[config.mk]
export PLATFORM = sky130hd
export DESIGN_NAME = ntt_stage_sequencer
export DESIGN_NICKNAME = d
export VERILOG_FILES = /design/src/rtl/ntt_stage_sequencer.sv
export SDC_FILE = /design/constraint.sdc
export NUM_CORES = 1
export LEC_CHECK = 0
export CAP_MARGIN = 20
export CORE_ASPECT_RATIO = 1.5
export CORE_MARGIN = 2
export CORE_UTILIZATION = 25
export DETAILED_ROUTE_END_ITERATION = 8
export PLACE_DENSITY = 0.52
export RECOVER_POWER = 100
export SKIP_CTS_REPAIR_TIMING = 1
export SYNTH_ARGS = -nofsm -noshare
export SYNTH_HDL_FRONTEND = slang
export SYNTH_SLANG_ARGS = --single-unit
[constraint.sdc]
create_clock -name clk -period 4.85 [get_ports clk]
set_input_delay 0.7275 -clock clk [delete_from_list [all_inputs] [get_ports clk]]
set_output_delay 0.7275 -clock clk [all_outputs]
set_load 0.01 [all_outputs]
[src/rtl/ntt_stage_sequencer.sv]
// ntt_stage_sequencer: drives one butterfly unit through a full in-place
// forward (Cooley-Tukey) or inverse (Gentleman-Sande) NTT over one RAM.
// Read addresses, twiddle index and mode are generated per butterfly; the
// addresses are replayed to the write port after the butterfly latency.
// Optional feature macro: NTT_SEQ_PERF_EN (adds the cycle_cnt output).
module ntt_stage_sequencer #(
  parameter int LOGN_MAX = 13,
  parameter int LAT_CT   = 17,
  parameter int LAT_GS   = 19,
  parameter int RD_LAT   = 1
) (
  input  logic                clk,
  input  logic                rst,
  input  logic                start,
  input  logic                inverse,
  input  logic [3:0]          logn,
  input  logic                hold,
  output logic                busy,
  output logic                done,
  output logic                use_ct,
  output logic                rd_en,
  output logic [LOGN_MAX-1:0] rd_addr_a,
  output logic [LOGN_MAX-1:0] rd_addr_b,
  output logic [LOGN_MAX-1:0] tw_idx,
  output logic                wr_en,
  output logic [LOGN_MAX-1:0] wr_addr_a,
  output logic [LOGN_MAX-1:0] wr_addr_b
`ifdef NTT_SEQ_PERF_EN
  ,
  output logic [31:0]         cycle_cnt
`endif
);

  // Total read-to-write distance per mode and the longest pipeline needed.
  localparam int L_CT  = RD_LAT + LAT_CT;
  localparam int L_GS  = RD_LAT + LAT_GS;
  localparam int DEPTH = (L_CT > L_GS) ? L_CT : L_GS;
  localparam int CW    = $clog2(DEPTH + 1);
  // DRAIN is entered on the edge that registers the last issue, so the
  // count starts one below L to land the next issue exactly L cycles later.
  localparam logic [CW-1:0]       CNT_CT = CW'(L_CT - 1);
  localparam logic [CW-1:0]       CNT_GS = CW'(L_GS - 1);
  localparam logic [LOGN_MAX-1:0] ONE    = LOGN_MAX'(1);

  typedef enum logic [1:0] {IDLE, ISSUE, DRAIN, FINISH} state_t;

  state_t              state_reg, state_next;
  logic [3:0]          s_reg, s_next;
  logic [3:0]          logn_reg, logn_next;
  logic [LOGN_MAX-1:0] j_reg, j_next;
  logic [CW-1:0]       cnt_reg, cnt_next;
  logic                use_ct_reg, use_ct_next;
  logic                busy_reg, busy_next;
  logic                done_reg, done_next;
  logic                rd_en_reg, rd_en_next;
  logic [LOGN_MAX-1:0] rd_a_reg, rd_a_next;
  logic [LOGN_MAX-1:0] rd_b_reg, rd_b_next;
  logic [LOGN_MAX-1:0] tw_reg, tw_next;

  // Address arithmetic for the current (s, j)
  logic [3:0]          sh, tw_sh;
  logic [LOGN_MAX-1:0] len, grp, off, addr_a, addr_b, tw_calc, half_m1;

  // Write-side replay pipeline of {valid, a, b}
  logic                pipe_v [DEPTH];
  logic [LOGN_MAX-1:0] pipe_a [DEPTH];
  logic [LOGN_MAX-1:0] pipe_b [DEPTH];

  // Butterfly index decomposition; CT and GS differ only in which shift
  // sets the block length and which one sets the twiddle base.
  always_comb begin
    sh      = use_ct_reg ? (logn_reg - 4'd1 - s_reg) : s_reg;
    tw_sh   = use_ct_reg ? s_reg : (logn_reg - 4'd1 - s_reg);
    len     = ONE << sh;
    grp     = j_reg >> sh;
    off     = j_reg & (len - ONE);
    addr_a  = (grp << (sh + 4'd1)) | off;
    addr_b  = addr_a | len;
    tw_calc = (ONE << tw_sh) + grp;
    half_m1 = (ONE << (logn_reg - 4'd1)) - ONE;
  end

  // Next-state and registered-output decode
  always_comb begin
    state_next  = state_reg;
    s_next      = s_reg;
    logn_next   = logn_reg;
    j_next      = j_reg;
    cnt_next    = cnt_reg;
    use_ct_next = use_ct_reg;
    busy_next   = 1'b0;
    done_next   = 1'b0;
    rd_en_next  = 1'b0;
    rd_a_next   = rd_a_reg;
    rd_b_next   = rd_b_reg;
    tw_next     = tw_reg;
    case (state_reg)
      IDLE: begin
        if (start) begin
          use_ct_next = ~inverse;
          logn_next   = logn;
          s_next      = 4'd0;
          j_next      = '0;
          state_next  = (logn == 4'd0) ? FINISH : ISSUE;
        end
      end
      ISSUE: begin
        busy_next = 1'b1;
        if (!hold) begin
          rd_en_next = 1'b1;
          rd_a_next  = addr_a;
          rd_b_next  = addr_b;
          tw_next    = tw_calc;
          if (j_reg == half_m1) begin
            state_next = DRAIN;
            cnt_next   = use_ct_reg ? CNT_CT : CNT_GS;
          end else begin
            j_next = j_reg + ONE;
          end
        end
      end
      DRAIN: begin
        busy_next = 1'b1;
        if (cnt_reg == '0) begin
          if (s_reg == logn_reg - 4'd1) begin
            state_next = FINISH;
          end else begin
            s_next     = s_reg + 4'd1;
            j_next     = '0;
            state_next = ISSUE;
          end
        end else begin
          cnt_next = cnt_reg - 1'b1;
        end
      end
      FINISH: begin
        done_next  = 1'b1;
        state_next = IDLE;
      end
      default: state_next = IDLE;
    endcase
  end

  // State and output registers
  always_ff @(posedge clk) begin
    if (rst) begin
      state_reg  <= IDLE;
      s_reg      <= 4'd0;
      logn_reg   <= 4'd0;
      j_reg      <= '0;
      cnt_reg    <= '0;
      use_ct_reg <= 1'b1;
      busy_reg   <= 1'b0;
      done_reg   <= 1'b0;
      rd_en_reg  <= 1'b0;
      rd_a_reg   <= '0;
      rd_b_reg   <= '0;
      tw_reg     <= '0;
    end else begin
      state_reg  <= state_next;
      s_reg      <= s_next;
      logn_reg   <= logn_next;
      j_reg      <= j_next;
      cnt_reg    <= cnt_next;
      use_ct_reg <= use_ct_next;
      busy_reg   <= busy_next;
      done_reg   <= done_next;
      rd_en_reg  <= rd_en_next;
      rd_a_reg   <= rd_a_next;
      rd_b_reg   <= rd_b_next;
      tw_reg     <= tw_next;
    end
  end

  // Replay pipeline: stage k holds the read issued k+1 cycles ago
  always_ff @(posedge clk) begin
    if (rst) begin
      for (int k = 0; k < DEPTH; k++) begin
        pipe_v[k] <= 1'b0;
        pipe_a[k] <= '0;
        pipe_b[k] <= '0;
      end
    end else begin
      pipe_v[0] <= rd_en_reg;
      pipe_a[0] <= rd_a_reg;
      pipe_b[0] <= rd_b_reg;
      for (int k = 1; k < DEPTH; k++) begin
        pipe_v[k] <= pipe_v[k-1];
        pipe_a[k] <= pipe_a[k-1];
        pipe_b[k] <= pipe_b[k-1];
      end
    end
  end

`ifdef NTT_SEQ_PERF_EN
  // Busy-cycle counter, cleared on an accepted start
  always_ff @(posedge clk) begin
    if (rst) begin
      cycle_cnt <= 32'd0;
    end else if (state_reg == IDLE && start) begin
      cycle_cnt <= 32'd0;
    end else if (busy_next) begin
      cycle_cnt <= cycle_cnt + 32'd1;
    end
  end
`endif

  assign busy      = busy_reg;
  assign done      = done_reg;
  assign use_ct    = use_ct_reg;
  assign rd_en     = rd_en_reg;
  assign rd_addr_a = rd_a_reg;
  assign rd_addr_b = rd_b_reg;
  assign tw_idx    = tw_reg;
  // Mode is fixed for the whole operation, so the tap never switches mid-run.
  assign wr_en     = use_ct_reg ? pipe_v[L_CT-1] : pipe_v[L_GS-1];
  assign wr_addr_a = use_ct_reg ? pipe_a[L_CT-1] : pipe_a[L_GS-1];
  assign wr_addr_b = use_ct_reg ? pipe_b[L_CT-1] : pipe_b[L_GS-1];

endmodule
==> impl_metrics.py <==
metrics = {
    "clock_network": {
        "tritoncts.num_buffers": 66,
        "max-clock-path-buffers": 3,
        "clock_latency_late_sink_ps": 620,
        "tritoncts": "done",
        "clock-root-buffer": "sky130_fd_sc_hd__clkbuf_16",
        "clkSinkCount": 611,
        "cts.clk_slew.worst_paths_ps": 60,
        "clock_tree.htree_level_count": 3,
    },
    "final_layout": {
        "final_net_count": 2222,
        "area_of_the_multi_input_gates_um2": 8500,
        "finalInstanceArea_um2": 26000,
        "seq_area_um2": 12200,
        "fraction_of_layout_cells_with_a_size_suffix_above_1_pct": 11.9,
        "antennaDiodeCount": 0,
        "reg_top3": "pipe_a x260, pipe_b x260, pipe_v x20",
        "area_growth_syn_to_layout_pct": 21.9,
        "number_of_filler_cells_placed_in_the_layout": 8814,
    },
    "sta": {
        "finalWorstSetupSlack_ps": 245,
        "timing.fmax_mhz": 217,
        "relSlewSlack_pct": -74.3,
        "tns_ps": 0,
        "skew_ps": 32.3,
        "worst_slew_pin_slew_ps": 2610,
        "finalHoldViolations": 0,
        "unrepaired_setup_endpoints_after_global_routing": "no",
        "period_minus_slack_ps": 4610,
        "finalMaxSlewViolations": 260,
        "finalCritPeriodShare_pct": 95.0,
        "setup_failing_eps_final": 0,
    },
    "place": {
        "place_ws_ps": 73.7,
        "globalplace.congestion": 0.871,
        "numPortBuffers": 78,
        "placement.cell_area_um2": 23700,
        "place_hpwl_um": 35800,
    },
    "synthesis": {
        "unique_masters_post_synth": 93,
        "netlist_instances": 2065,
        "mappedNetlistNets": 2112,
        "ys_ff_latch": 611,
        "ys.flop_type": "sky130_fd_sc_hd__dfxtp_1",
        "synth_edf_count": 0,
        "synth-seq-area-share_pct": 57.4,
        "synthesis.area_um2": 21300,
        "count_of_synthesis_stage_warnings_from_yosys": 0,
        "syn-mean-instance-area_um2": 10.3,
        "ys_async_sr_fraction_pct": 0,
    },
    "global_routing": {
        "track_usage_pct": 11.7,
        "use_met3_pct": 2.57,
        "global_routing_usage_on_met1_pct": 12.5,
        "number_of_antenna_violations_at_the_first_check_in_global_routing": 0,
        "first_global_vias": 14100,
        "overflow": 0,
        "gr-usage-met2_pct": 21.6,
        "busiest_layer": "met2",
        "grt_max_degree": 260,
        "first_pass_grt_wire_length_um": 80300,
    },
    "die": {
        "die_w_um": 242,
        "die_h_um": 362,
        "pin_count": 79,
        "core.rowCount": 131,
        "floorplan_core_area_um2": 84700,
        "initial_core_util_pct": 25.2,
        "design.die.area_um2": 87700,
    },
    "detailed_routing": {
        "drt-wirelength-per-cell_um": 15.5,
        "vias": 14300,
        "routed_wl_um": 52000,
        "number_of_nets_with_antenna_violations_after_routing": 0,
        "route.detailed.drc": 0,
        "first_pass_iters": 5,
        "drt_iter0_markers": 717,
        "drt-vias-per-instance": 4.27,
    },
    "pwr": {
        "leakagePower_nw": 10.2,
        "comb_power_share_pct": 27.0,
        "pwr-share-clk_pct": 35.8,
        "power-per-cell-area_nw_per_um2": 548,
        "worst_ir_drop_vdd_mv": 0.321,
        "power.sequential.fraction_pct": 37.2,
        "netSwitchingFraction_pct": 32.5,
        "p_sw_mw": 4.64,
        "power.internal_mw": 9.61,
    },
    "setup_path": {
        "cp_data_required_time_ps": 5390,
        "cpPeakStageDelay_ps": 480,
        "maximum_fanout_count_along_the_critical_path": 12,
        "critical_path_cell_by_cell": "buf_6 > ha_1 > fa_2 > and2_1 > buf_4 > o21ai_0 > nand3_1 > and2_0 > and3_1 > or2_1 > fa_1 > a21o_1 > a21oi_2 > o21bai_1 > a211oi_2 > nor3b_1 > or2_2 > xor2_1 > nand2_1 > a21oi_1",
        "worst_setup_path_end_kind": "register",
        "timing.critical_path.arrival_ps": 5150,
        "worstSetupStartpointType": "register",
        "timing.setup.critical_path_class": "register to register",
        "timing.critical_path.slowest_stage_cell": "sky130_fd_sc_hd__fa_2",
    },
    "run": {
        "drv.max_cap_violation_count": 1,
    },
    "run_status": {
        "failing_checks": "max-capacitance violations, max-slew violations",
        "run_status": "finished with violations",
    },
    "min_path": {
        "hold_class": "register to register",
    },
}
-- through the flow --
| step | instances | utilization (%) | hold slack, ps | power, mW |
|---|---|---|---|---|
| after floorplan | 2065 | - | 414 | 7.68 |
| after global placement | 3237 | 28.0 | 416 | 9.32 |
| after detailed placement | 3237 | 28.0 | 420 | 9.30 |
| after CTS | 3356 | 30.7 | 419 | 14.5 |
| after global routing | 3356 | 30.7 | 440 | 15.0 |
| final | 3356 | 30.7 | 421 | 14.2 |
-- routing by layer --
layer	part of all wire [%]	up-vias
met1	40	6793
li1	-	7076
met2	52	335
met5	0	-
met4	4.0	0
met3	4.3	124
-- synthesized netlist by cell type, types with 5 or more instances --
master	n	area, µm²
sky130_fd_sc_hd__and3_1	16	100
sky130_fd_sc_hd__nand2b_1	9	56.3
sky130_fd_sc_hd__nor2b_1	549	3430
sky130_fd_sc_hd__ha_1	36	450
sky130_fd_sc_hd__or3_1	14	87.6
sky130_fd_sc_hd__nand2_1	95	357
sky130_fd_sc_hd__o211ai_1	11	82.6
sky130_fd_sc_hd__a22oi_1	6	45.0
sky130_fd_sc_hd__xnor2_1	18	158
sky130_fd_sc_hd__buf_1	8	30.0
sky130_fd_sc_hd__mux4_2	6	135
sky130_fd_sc_hd__inv_1	29	109
sky130_fd_sc_hd__a22o_1	5	43.8
sky130_fd_sc_hd__or4_1	5	37.5
sky130_fd_sc_hd__buf_2	5	25.0
sky130_fd_sc_hd__dfxtp_1	611	12200
sky130_fd_sc_hd__o21ai_0	46	230
sky130_fd_sc_hd__nor3_1	19	95.1
sky130_fd_sc_hd__a211oi_1	16	120
sky130_fd_sc_hd__xor2_1	6	52.6
sky130_fd_sc_hd__a21o_1	5	37.5
sky130_fd_sc_hd__o22ai_1	5	31.3
sky130_fd_sc_hd__clkbuf_1	106	398
sky130_fd_sc_hd__nand4_1	9	56.3
sky130_fd_sc_hd__and2_1	10	62.6
sky130_fd_sc_hd__a31oi_1	15	93.8
sky130_fd_sc_hd__o31ai_1	7	52.6
sky130_fd_sc_hd__a21oi_1	71	355
sky130_fd_sc_hd__nor2_1	92	345
sky130_fd_sc_hd__mux2i_1	12	120
sky130_fd_sc_hd__nor4_1	8	50.1
sky130_fd_sc_hd__nand3_1	52	260
sky130_fd_sc_hd__o21ai_1	9	45.0
sky130_fd_sc_hd__mux2_2	34	383
sky130_fd_sc_hd__a2bb2oi_1	6	52.6
sky130_fd_sc_hd__a211o_1	5	43.8
sky130_fd_sc_hd__nand3b_1	6	45.0
-- cell families after synthesis --
family | Yosys count | synth area share [%]
fa+ha+maj | 38 | 2.30
buf+inv | 160 | 3.09
xor+xnor | 25 | 1.09
mux | 52 | 2.99
flops | 611 | 57.4
compound gates | 268 | 8.65
simple gates | 911 | 24.5
-- critical path: cells and delay by family (launching register included) --
kind                     cells  cell delay, ps
adder cells (fa/ha/maj)      3            1130
XOR/XNOR                     1             160
flip-flops                   1             370
AND/OR/NAND/NOR              8            1500
buffers and inverters        2             340
AO/OA/AOI/OAI                6            1030
-- worst paths after layout --
path | from | to | slack, ps | cells past startpoint
worst min register to register | pipe_a[2][25] | pipe_a[3][12] | 420 | 1
worst min-delay path | pipe_a[2][25] | pipe_a[3][12] | 420 | 1
worst max-delay path | logn_reg[0] | tw_idx[8] | 240 | 20
worst max register to register | logn_reg[0] | tw_idx[8] | 240 | 20
-- power by group through the flow --
stage	registers, mW	logic (mW)	clock network [mW]
after floorplan	5.39	2.30	0
after global placement	5.41	3.91	0
after detailed placement	5.41	3.89	0
after CTS	5.30	3.91	5.33
after global routing	5.31	4.18	5.51
final	5.29	3.85	5.10
-- cells in the final DEF (no fill, tap or decap), types with 6 or more instances in the layout --
| cell type | synthesis | final |
|---|---|---|
| sky130_fd_sc_hd__nand4_1 | 9 | 9 |
| sky130_fd_sc_hd__o211ai_1 | 11 | 11 |
| sky130_fd_sc_hd__xor2_1 | 6 | 6 |
| sky130_fd_sc_hd__clkbuf_16 | 0 | 67 |
| sky130_fd_sc_hd__a31oi_1 | 15 | 15 |
| sky130_fd_sc_hd__and3_1 | 16 | 16 |
| sky130_fd_sc_hd__clkbuf_1 | 106 | 21 |
| sky130_fd_sc_hd__clkdlybuf4s50_1 | 0 | 12 |
| sky130_fd_sc_hd__o21ai_1 | 9 | 9 |
| sky130_fd_sc_hd__and2_1 | 10 | 10 |
| sky130_fd_sc_hd__inv_1 | 29 | 28 |
| sky130_fd_sc_hd__nand3_1 | 52 | 52 |
| sky130_fd_sc_hd__buf_4 | 3 | 77 |
| sky130_fd_sc_hd__clkbuf_8 | 0 | 11 |
| sky130_fd_sc_hd__xnor2_1 | 18 | 17 |
| sky130_fd_sc_hd__a2bb2oi_1 | 6 | 6 |
| sky130_fd_sc_hd__clkinv_2 | 0 | 14 |
| sky130_fd_sc_hd__o21ai_0 | 46 | 46 |
| sky130_fd_sc_hd__mux2i_1 | 12 | 12 |
| sky130_fd_sc_hd__nor3_1 | 19 | 19 |
| sky130_fd_sc_hd__nor2_1 | 92 | 91 |
| sky130_fd_sc_hd__nand2_1 | 95 | 94 |
| sky130_fd_sc_hd__a21oi_1 | 71 | 71 |
| sky130_fd_sc_hd__ha_1 | 36 | 33 |
| sky130_fd_sc_hd__mux2_2 | 34 | 30 |
| sky130_fd_sc_hd__dfxtp_1 | 611 | 610 |
| sky130_fd_sc_hd__a22oi_1 | 6 | 6 |
| sky130_fd_sc_hd__dlygate4sd3_1 | 0 | 65 |
| sky130_fd_sc_hd__mux4_2 | 6 | 6 |
| sky130_fd_sc_hd__o31ai_1 | 7 | 6 |
| sky130_fd_sc_hd__a211oi_1 | 16 | 15 |
| sky130_fd_sc_hd__nand2b_1 | 9 | 9 |
| sky130_fd_sc_hd__nor2b_1 | 549 | 549 |
| sky130_fd_sc_hd__nor4_1 | 8 | 8 |
| sky130_fd_sc_hd__or3_1 | 14 | 14 |
| sky130_fd_sc_hd__nand3b_1 | 6 | 6 |
-- area by class of cell --
| cell class | count | area share (%) |
|---|---|---|
| clock buffer | 91 | 7.22 |
| clock inverter | 28 | 1.41 |
| inverter | 33 | 0.482 |
| multi-input combinational | 1294 | 32.7 |
| sequential | 611 | 47.1 |
| tap | 1130 | 5.44 |
| timing repair buffer | 169 | 5.64 |
Power figures use the tool's default switching activity.
